`config.mk`:
```
export PLATFORM = sky130hd
export DESIGN_NAME = m_serial_add_ctrl
export DESIGN_NICKNAME = d
export VERILOG_FILES = /design/src/rtl/m_serial_add_ctrl_pkg.sv /design/src/rtl/m_FullAdder.sv /design/src/rtl/m_serial_add_ctrl.sv
export SDC_FILE = /design/constraint.sdc
export NUM_CORES = 1
export LEC_CHECK = 0
export ABC_CLOCK_PERIOD_IN_PS = 1900
export CAP_MARGIN = 20
export CORE_MARGIN = 5
export CORE_UTILIZATION = 47
export DETAILED_ROUTE_END_ITERATION = 16
export GPL_ROUTABILITY_DRIVEN = 1
export PLACE_DENSITY = 0.75
export SLEW_MARGIN = 15
export SYNTH_ARGS = -nofsm -noshare
export SYNTH_HDL_FRONTEND = slang
export SYNTH_SLANG_ARGS = --single-unit
export TNS_END_PERCENT = 100
```
`constraint.sdc`:
```
create_clock -name i_clk -period 1.9 [get_ports i_clk]
set_clock_uncertainty 0.15 [all_clocks]
set_input_delay 0.38 -clock i_clk [delete_from_list [all_inputs] [get_ports i_clk]]
set_output_delay 0.38 -clock i_clk [all_outputs]
set_load 0.01 [all_outputs]
```
`src/rtl/m_serial_add_ctrl_pkg.sv`:
```
// Shared CPU-wide constants and the serial adder sequencer state encoding.
`timescale 1ns/1ps
package m_serial_add_ctrl_pkg;

   localparam int CPU_WIDTH = 16;

   typedef enum logic [1:0] {
      ST_IDLE = 2'd0,
      ST_RUN  = 2'd1,
      ST_DONE = 2'd2
   } state_e;

endpackage

```
`src/rtl/m_FullAdder.sv`:
```
// One-bit full-adder cell, the single arithmetic slice reused by the serial sequencer.
`timescale 1ns/1ps
module m_FullAdder (
   input  logic i_a,
   input  logic i_b,
   input  logic i_cin,
   output logic o_sum,
   output logic o_cout
);

   assign o_sum  = i_a ^ i_b ^ i_cin;
   assign o_cout = (i_a & i_b) | (i_cin & (i_a ^ i_b));

endmodule

```
`src/rtl/m_serial_add_ctrl.sv`:
```
// Bit-serial add/subtract sequencer: one full-adder cell walks the operands LSB-first
// over WIDTH cycles, then holds sum/carry/overflow/zero until the consumer takes them.
`timescale 1ns/1ps
module m_serial_add_ctrl
   import m_serial_add_ctrl_pkg::*;
#(
   parameter int WIDTH = CPU_WIDTH
) (
   input  logic             i_clk,
   input  logic             i_rst_n,
   input  logic             i_valid,
   output logic             o_ready,
   input  logic [WIDTH-1:0] i_a,
   input  logic [WIDTH-1:0] i_b,
   input  logic             i_cin,
   input  logic             i_sub,
   input  logic             i_flush,
   output logic             o_valid,
   input  logic             i_ready,
   output logic [WIDTH-1:0] o_sum,
   output logic             o_cout,
   output logic             o_overflow,
   output logic             o_zero
);

   localparam int CW = $clog2(WIDTH);

   state_e           state_q;
   logic             ready_q;
   logic             valid_q;
   logic [WIDTH-1:0] a_q;
   logic [WIDTH-1:0] b_q;
   logic [WIDTH-2:0] sh_q;
   logic             carry_q;
   logic [CW-1:0]    cnt_q;
   logic [WIDTH-1:0] sum_q;
   logic             cout_q;
   logic             ovf_q;
   logic             zero_q;

   logic             fa_sum;
   logic             fa_cout;
   logic [WIDTH-1:0] sum_d;
   logic             last_bit;

   m_FullAdder u_fa (
      .i_a    (a_q[0]),
      .i_b    (b_q[0]),
      .i_cin  (carry_q),
      .o_sum  (fa_sum),
      .o_cout (fa_cout)
   );

   // New sum bit enters at the MSB; after WIDTH steps bit 0 has reached position 0.
   assign sum_d    = {fa_sum, sh_q};
   assign last_bit = (cnt_q == CW'(WIDTH - 1));

   always_ff @(posedge i_clk or negedge i_rst_n) begin
      if (!i_rst_n) begin
         state_q <= ST_IDLE;
         ready_q <= 1'b1;
         valid_q <= 1'b0;
         a_q     <= '0;
         b_q     <= '0;
         sh_q    <= '0;
         carry_q <= 1'b0;
         cnt_q   <= '0;
         sum_q   <= '0;
         cout_q  <= 1'b0;
         ovf_q   <= 1'b0;
         zero_q  <= 1'b1;
      end else if (i_flush) begin
         state_q <= ST_IDLE;
         ready_q <= 1'b1;
         valid_q <= 1'b0;
      end else begin
         case (state_q)
            ST_IDLE: begin
               if (i_valid) begin
                  a_q     <= i_a;
                  b_q     <= i_b ^ {WIDTH{i_sub}};
                  carry_q <= i_sub | i_cin;
                  cnt_q   <= '0;
                  state_q <= ST_RUN;
                  ready_q <= 1'b0;
               end
            end
            ST_RUN: begin
               a_q     <= a_q >> 1;
               b_q     <= b_q >> 1;
               sh_q    <= sum_d[WIDTH-1:1];
               carry_q <= fa_cout;
               cnt_q   <= cnt_q + CW'(1);
               if (last_bit) begin
                  // carry_q here is the carry into the MSB slice.
                  sum_q   <= sum_d;
                  cout_q  <= fa_cout;
                  ovf_q   <= carry_q ^ fa_cout;
                  zero_q  <= (sum_d == '0);
                  state_q <= ST_DONE;
                  valid_q <= 1'b1;
               end
            end
            ST_DONE: begin
               if (i_ready) begin
                  state_q <= ST_IDLE;
                  valid_q <= 1'b0;
                  ready_q <= 1'b1;
               end
            end
            default: begin
               state_q <= ST_IDLE;
               valid_q <= 1'b0;
               ready_q <= 1'b1;
            end
         endcase
      end
   end

   assign o_ready    = ready_q;
   assign o_valid    = valid_q;
   assign o_sum      = sum_q;
   assign o_cout     = cout_q;
   assign o_overflow = ovf_q;
   assign o_zero     = zero_q;

endmodule

```
==> results_dict.tcl, run 1 <==
set metrics [dict create \
    hp-class "register to register" \
    grt_pass1_vias 2533 \
    cp.arrival_ps 1940 \
    endpoint_kind "register" \
    synth_xor_area_share_pct 4.31 \
    synthAdderAreaFrac_pct 0.942 \
    cts_sinks 75 \
    die_area_um2 9160 \
    area_growth_pct 31.2 \
    drc_errors 0 \
    clk_path_buf_depth 2 \
    slew_viol_final 0 \
    cts_htree_levels 3 \
    antenna_found_initial 0 \
    via_per_inst 5.30 \
    rsz0062_at_grt "no" \
    fin_crit_ps 1830 \
    max-cap-violations 0 \
    antenna_left 0 \
    postSynthAreaPerCell_um2 12.9 \
    crit_type "input pin to register" \
    dpl.hpwl_mm 5.16 \
    status "complete, no violations" \
    synthTopCellsByCount "dfrtp_1 (73), mux2_2 (40), inv_1 (18)" \
    setup_viol 0 \
    drt_pass1_iterations 4 \
    die_h_um 95.7 \
    tightestPinTransition_ps 479 \
    placed_cell_area_um2 4340 \
    syn-num-nets 309 \
    synthMuxAreaShare_pct 20.6 \
    grt_start_max_net_pins 32 \
    start_util_pct 47.9 \
    yosys_warnings 0 \
    portBuffers 59 \
    drt_iter0_drc 73 \
    post-route-period-util_pct 96.3 \
    num_rows 31 \
    synth.top_cell.area_share_pct 52.9 \
    drive_above_1_share_pct 27.9 \
    ir_drop_v 0.000537 \
    vias 2367 \
    clk_root_buffer_cell "clkbuf_8" \
    synth-seq-cells 75 \
    routed_wl_mm 7.07 \
    ioPinCount 60 \
    seq_area_frac_synth_pct 54.4 \
    worst-path-max-fanout 5 \
    cp-start-kind "input pin" \
    slew_headroom_pct 67.7 \
    synthMostInstantiatedCell "dfrtp_1" \
    synth_top_family_by_area "multiplexers" \
    drt-wirelength-per-cell_um 15.8 \
    cts_tree "done" \
    synth.top_cells.by_area "dfrtp_1 (53%), mux2_2 (13%), mux2i_1 (4.6%)" \
    overflow 0 \
    synth_cell_type_count 34 \
    hold_viol 0 \
    p_total_mw 4.17 \
    grt_pass1_wl_mm 11.8 \
    synth_edf_count 0 \
    max_freq_ghz 0.547 \
    pwr_density_cell_nw_per_um2 921 \
    synth_simple_gate_area_share_pct 5.07 \
    clk_pin_slew_worst_paths_ps 80 \
    die_x_um 95.7 \
    cts_buffers 9 \
    netlist_instances 268 \
    nets 384 \
    synth-main-ff-cell "dfrtp_1" \
    async_flop_share_pct 100 \
    antennaDiodeCount 0 \
    clock_latency_ps 340 \
    yosys.area.top_type "dfrtp_1" \
    p_leak_nw 2.04 \
    synth_compound_area_share_pct 9.60 \
    cp.required_ps 2010 \
    stdcell_area_um2 4530 \
    finalWeightedCongestion 0.800 \
    syn_area_um2 3450 \
    grt_usage_pct 16.7 \
    fp.coreArea_um2 7210 \
]
timing repair:
action | in CTS | in global routing
endpoints found under the hold margin | 28 | 0
setup endpoints to repair | 2 | 0
buffers inserted | 0 | 0
hold buffers | 1 | 0
resized for setup | 2 | 0
cells by family (layout without fill, tap and decap cells):
logic type | count (synthesis) | in the layout
flops | 75 | 75
mux | 65 | 65
compound gates | 46 | 46
buf+inv | 36 | 116
simple gates | 27 | 27
xor+xnor | 17 | 17
fa+ha+maj | 2 | 2
final timing paths:
check	slack [ps]	endpoint	cells past startpoint	start
max	70	cnt_q[2]	5	i_flush
min	330	o_zero	2	o_zero
max reg2reg	110	o_zero	4	carry_q
min reg2reg	330	o_zero	2	o_zero
max in group asynchronous	650	o_ready	3	i_rst_n
min in group asynchronous	370	o_sum[11]	2	i_rst_n
through the flow:
| stage | hold WS [ps] | util [%] | setup TNS (ps) | std cells | setup WS (ps) |
|---|---|---|---|---|---|
| CTS | 331 | 62.8 | 0 | 447 | 85.2 |
| global route | 373 | 62.8 | 0 | 447 | 10.2 |
| detailed placement | 193 | 60.1 | -9440 | 430 | -275 |
| finish | 331 | 62.8 | 0 | 447 | 71.1 |
| floorplan | -65.6 | - | -276 | 268 | -30.7 |
| global placement | 192 | 60.1 | -8970 | 430 | -231 |
cells in the final DEF, fill, tap and decap left out, types with 6 or more instances in the layout:
cell type / count
clkdlybuf4s50_1: 56
clkbuf_8: 9
buf_4: 16
buf_12: 6
xor2_1: 17
dfrtp_1: 73
mux2_4: 9
inv_1: 18
mux2_2: 40
o22ai_1: 16
a22o_1: 14
mux2i_1: 16
worst max-delay path, cell delays in order:
cell,delay (ps)
clkdlybuf4s50_1,460
buf_4,190
nor2_1,150
or4b_2,600
a21oi_1,160
metal layers:
| metal | track usage [%] | up-vias | part of all wire [%] |
|---|---|---|---|
| li1 | - | 1112 | - |
| met1 | 20.4 | 1195 | 42 |
| met2 | 28.5 | 55 | 52 |
| met3 | 5.71 | 5 | 5.5 |
| met4 | 4.03 | 0 | 0.75 |
| met5 | 0 | - | 0 |
power by group:
| part | switching (mW) | internal (mW) | leakage [nW] |
|---|---|---|---|
| clock | 0.566 | 0.598 | 0.0958 |
| sequential | 0.257 | 1.91 | 0.947 |
| combinational | 0.346 | 0.496 | 0.997 |
| total | 1.17 | 3.00 | 2.04 |
registers in the layout, summed over array words and instances, names as in the netlist:
signal      flops
a_q            16
b_q            16
o_sum          16
sh_q           15
cnt_q           4
state_q         2
carry_q         1
o_cout          1
o_overflow      1
o_ready         1
o_valid         1
o_zero          1
area by class of cell:
type                    count  area (µm²)
fillers                   601        2680
repair buffers             81         828
inverters                  19        71.3
multi-input cells         157        1440
well taps                  99         124
clock buffers              10         128
clock inverters             6        57.6
flip-flops and latches     75        1880
Note: power is estimated with default switching activity, not from simulation.
==> run 2: changes to the inputs <==
--- a/config.mk
+++ b/config.mk
@@ -11,7 +11,7 @@
 export CORE_UTILIZATION = 47
 export DETAILED_ROUTE_END_ITERATION = 16
 export GPL_ROUTABILITY_DRIVEN = 1
-export PLACE_DENSITY = 0.75
+export PLACE_DENSITY_LB_ADDON = 0.2
 export SLEW_MARGIN = 15
 export SYNTH_ARGS = -nofsm -noshare
 export SYNTH_HDL_FRONTEND = slang
==> run 2 against run 1 <==
Against the previous run: hold slack lost 18 ps; critical path depth is 1 lower; via count down 3.3%; sequential cell count unchanged; combinational power shrank 2.5%; register-to-register slack about the same; first-iteration DRC count up 51%; count of clock-buffer cells in the layout up 2; routed wire length decreased by 4.1%; die area unchanged; non-clock buffer count did not move; critical endpoint unchanged; largest power group unchanged; highest routed layer unchanged.
==> results_dict.tcl, run 2 (synthesis results as in run 1) <==
set metrics [dict create \
    area_growth_pct 29.4 \
    routed_wl_mm 6.78 \
    cp.required_ps 2010 \
    stdcell_area_um2 4470 \
    antenna_left 0 \
    ff2ff_path_depth 4 \
    hp-class "register to register" \
    cts_htree_levels 3 \
    mostFrequentLayoutCells "dfrtp_1 (72), clkdlybuf4s50_1 (56), mux2_2 (40)" \
    cts_sinks 75 \
    grt_pass1_wl_mm 11.7 \
    whs_endpoint "o_zero" \
    die_h_um 95.7 \
    p_total_mw 4.01 \
    antennaDiodeCount 0 \
    ir_drop_v 0.000435 \
    die_x_um 95.7 \
    setup_viol 0 \
    worst-path-max-fanout 4 \
    hold_viol 0 \
    rr_endpoint "cnt_q[2]" \
    vias 2290 \
    num_rows 31 \
    final.fill_count 608 \
    hold_start "o_zero" \
    crit_path_start "cnt_q[0]" \
    slew_headroom_pct 70.6 \
    p_leak_nw 2.02 \
    finalWeightedCongestion 0.754 \
    regToRegStartpoint "cnt_q[0]" \
    r2r_slack_ps 110 \
    clk_root_buffer_cell "clkbuf_8" \
    layout_commonest_cell "dfrtp_1" \
    die_area_um2 9160 \
    status "complete, no violations" \
    fp.coreArea_um2 7210 \
    drc_errors 0 \
    nets 384 \
    slew_viol_final 0 \
    fin_crit_ps 1790 \
    drt_iter0_drc 110 \
    grt_pass1_vias 2386 \
    max_freq_ghz 0.559 \
    via_per_inst 5.13 \
    grt_usage_pct 16.6 \
    drive_above_1_share_pct 27.7 \
    cp-start-kind "register" \
    clk_path_buf_depth 2 \
    max-cap-violations 0 \
    rsz0062_at_grt "no" \
    ioPinCount 60 \
    placed_cell_area_um2 4300 \
    dpl.hpwl_mm 4.96 \
    cts_buffers 9 \
    cts_tree "done" \
    clk_pin_slew_worst_paths_ps 70 \
    drt-wirelength-per-cell_um 15.2 \
    clock_latency_ps 340 \
    min_path_cells 2 \
    crit_type "register to register" \
    overflow 0 \
    antenna_found_initial 0 \
    cp.arrival_ps 1900 \
    portBuffers 59 \
    grt_start_max_net_pins 35 \
    drt_pass1_iterations 4 \
    endpoint_kind "register" \
    pwr_density_cell_nw_per_um2 898 \
    start_util_pct 47.9 \
    cts_setup_buffers 0 \
    post-route-period-util_pct 94.2 \
    tightestPinTransition_ps 437 \
]
==> run 2: through the flow <==
stage               hold WS (ps)  setup TNS [ps]  utilization [%]  instances  setup slack [ps]
floorplan                  -65.6            -276                -        268             -30.7
global placement             199          -10430             59.6        430              -207
detailed placement           198          -12030             59.6        430              -250
CTS                          318               0             61.9        446              93.6
global route                 360               0             61.9        446             0.604
finish                       313               0             61.9        446               111
==> run 2: how the worst max path moves through the flow <==
stage	to	slack, ps	cells past startpoint
final	cnt_q[2]	110	4
after global routing	cnt_q[2]	0.6	4
after CTS	o_sum[13]	90	1
after detailed placement	a_q[7]	-250	5
after global placement	a_q[5]	-210	5
after floorplan	o_sum[10]	-30	6
==> run 2: per-layer routing <==
layer	up-vias	part of all wire, %	GRT usage [%]
met1	1122	46	22.6
li1	1109	-	-
met4	0	1.5	6.40
met5	-	0	0
met2	47	49	26.1
met3	12	4.0	3.67
==> run 2: what timing repair did <==
action                                  in CTS  in global routing
endpoints found under the setup margin       2                  6
endpoints found under the hold margin       31                  0
hold buffers                                 1                  0
resized for setup                            2                  1
==> run 2: worst max-delay path, stage by stage, from the launching register on <==
cell     delay (ps)
dfrtp_1         400
ha_1            240
inv_1            70
or4b_2          670
a21oi_1         190
==> run 2: where the power goes <==
| group | leakage, nW | total (mW) | switching [mW] | internal (mW) |
|---|---|---|---|---|
| combinational | 0.987 | 0.820 | 0.335 | 0.485 |
| sequential | 0.945 | 2.16 | 0.251 | 1.91 |
| clock | 0.0860 | 1.03 | 0.535 | 0.497 |
==> run 2: layout make-up <==
| cell class | count | area (µm²) | area share, % |
|---|---|---|---|
| flip-flops and latches | 75 | 1880 | 42.1 |
| repair buffers | 81 | 791 | 17.7 |
| well taps | 99 | 124 | 2.77 |
| inverters | 19 | 71.3 | 1.60 |
| clock buffers | 12 | 145 | 3.25 |
| multi-input cells | 157 | 1440 | 32.3 |
| clock inverters | 3 | 15.0 | 0.336 |
==> run 3: changes to the inputs <==
--- a/config.mk
+++ b/config.mk
@@ -12,6 +12,7 @@
 export DETAILED_ROUTE_END_ITERATION = 16
 export GPL_ROUTABILITY_DRIVEN = 1
 export PLACE_DENSITY_LB_ADDON = 0.2
+export RECOVER_POWER = 100
 export SLEW_MARGIN = 15
 export SYNTH_ARGS = -nofsm -noshare
 export SYNTH_HDL_FRONTEND = slang
==> run 3 against run 2 <==
Against the previous run: critical path depth fell by 3; hold slack is essentially flat; via count did not move; sequential cell count did not move.
==> results_dict.tcl, run 3 (synthesis results as in run 1) <==
set metrics [dict create \
    status "complete, no violations" \
    portBuffers 59 \
    pwr_density_cell_nw_per_um2 905 \
    die_area_um2 9160 \
    stdcell_area_um2 4420 \
    finalWeightedCongestion 0.754 \
    cts_sinks 75 \
    clock_latency_ps 340 \
    worst-path-max-fanout 2 \
    fp.coreArea_um2 7210 \
    dpl.hpwl_mm 4.96 \
    die_h_um 95.7 \
    rr_endpoint "cnt_q[2]" \
    final.fill_count 619 \
    cts_buffers 9 \
    drc_errors 0 \
    grt_usage_pct 16.6 \
    path_cells "dlygate4sd3_1" \
    cp-start-kind "register" \
    grt_start_max_net_pins 35 \
    drt-wirelength-per-cell_um 15.2 \
    fin_crit_ps 1840 \
    slew_viol_final 0 \
    ff2ff_path_depth 4 \
    drt_pass1_iterations 4 \
    crit_end "o_sum[8]" \
    crit_type "register to output pin" \
    tightestPinTransition_ps 821 \
    vias 2290 \
    gr-usage-met2_pct 26.1 \
    post-route-period-util_pct 97.0 \
    die_x_um 95.7 \
    slew_headroom_pct 45.3 \
    crit_cells 1 \
    use_met3_pct 3.67 \
    drt_iter0_drc 101 \
    ioPinCount 60 \
    slowest_stage "dlygate4sd3_1" \
    hp-class "register to register" \
    antennaDiodeCount 0 \
    gr-usage-met1_pct 22.6 \
    layout_commonest_cell "dfrtp_1" \
    cts_htree_levels 3 \
    cts_tree "done" \
    crit_path_start "o_sum[8]" \
    num_rows 31 \
    max-cap-violations 0 \
    max_freq_ghz 0.543 \
    cp.arrival_ps 1310 \
    rsz0062_at_grt "no" \
    antenna_found_initial 0 \
    max_stage_delay_ps 600 \
    clk_path_buf_depth 2 \
    dp.cells 430 \
    cp.required_ps 1370 \
    cts_setup_buffers 0 \
    r2r_slack_ps 110 \
    tns_ps 0 \
    clk_root_buffer_cell "clkbuf_8" \
    regToRegStartpoint "cnt_q[0]" \
    hold_viol 0 \
    area_growth_pct 28.0 \
    path_delay_family "buffers and inverters" \
    grt_pass1_vias 2386 \
    clk_pin_slew_worst_paths_ps 70 \
    busiest_layer "met2" \
    placed_cell_area_um2 4300 \
    nets 384 \
    crit_buf_inv 1 \
    routed_wl_mm 6.80 \
    stdcell_count 446 \
    p_leak_nw 2.03 \
    antenna_left 0 \
    setup_viol 0 \
    overflow 0 \
    drive_above_1_share_pct 25.1 \
    endpoint_kind "output pin" \
    via_per_inst 5.13 \
    start_util_pct 47.9 \
    mostFrequentLayoutCells "dfrtp_1 (72), clkdlybuf4s50_1 (51), mux2_2 (40)" \
    utilization_pct 61.3 \
    ir_drop_v 0.000435 \
    min_path_cells 2 \
    grt_pass1_wl_mm 11.7 \
]
[run 3: how the worst min path moves through the flow]
stage            start         to
6_report        o_zero     o_zero
4_1_cts         o_zero     o_zero
2_1_floorplan  i_rst_n     a_q[0]
3_5_place_dp   i_rst_n  o_sum[11]
3_3_place_gp   i_rst_n  o_sum[12]
5_1_grt         o_zero     o_zero
[run 3: what timing repair did]
action	4_1_cts	5_1_grt
setup endpoints to repair	2	6
hold buffers	1	0
endpoints found under the hold margin	31	0
gates resized for setup	2	1
[run 3: per-layer routing]
metal / vias up / part of all wire, %
li1: 1110 / -
met5: - / 0
met4: 0 / 1.5
met3: 12 / 4.1
met1: 1121 / 46
met2: 47 / 48
[run 3: cell type report]
cell class / count / area, µm² / share of cell area [%]
Clock inverter: 3 / 15.0 / 0.340
Clock buffer: 12 / 145 / 3.28
Inverter: 19 / 71.3 / 1.61
Multi-Input combinational cell: 157 / 1410 / 31.8
Tap cell: 99 / 124 / 2.80
Timing Repair Buffer: 81 / 778 / 17.6
Sequential cell: 75 / 1880 / 42.5
[run 3: report_power, final]
part	internal, mW	switching, mW
Sequential	1.91	0.250
Combinational	0.478	0.333
Clock	0.497	0.535
[run 3: through the flow]
stage	setup WS [ps]	power, mW	hold slack (ps)
2_1_floorplan	-30.7	2.66	-65.6
3_3_place_gp	-207	2.98	199
3_5_place_dp	-250	3.03	198
4_1_cts	93.6	4.07	318
5_1_grt	0.604	4.26	360
6_report	57.3	4.00	313
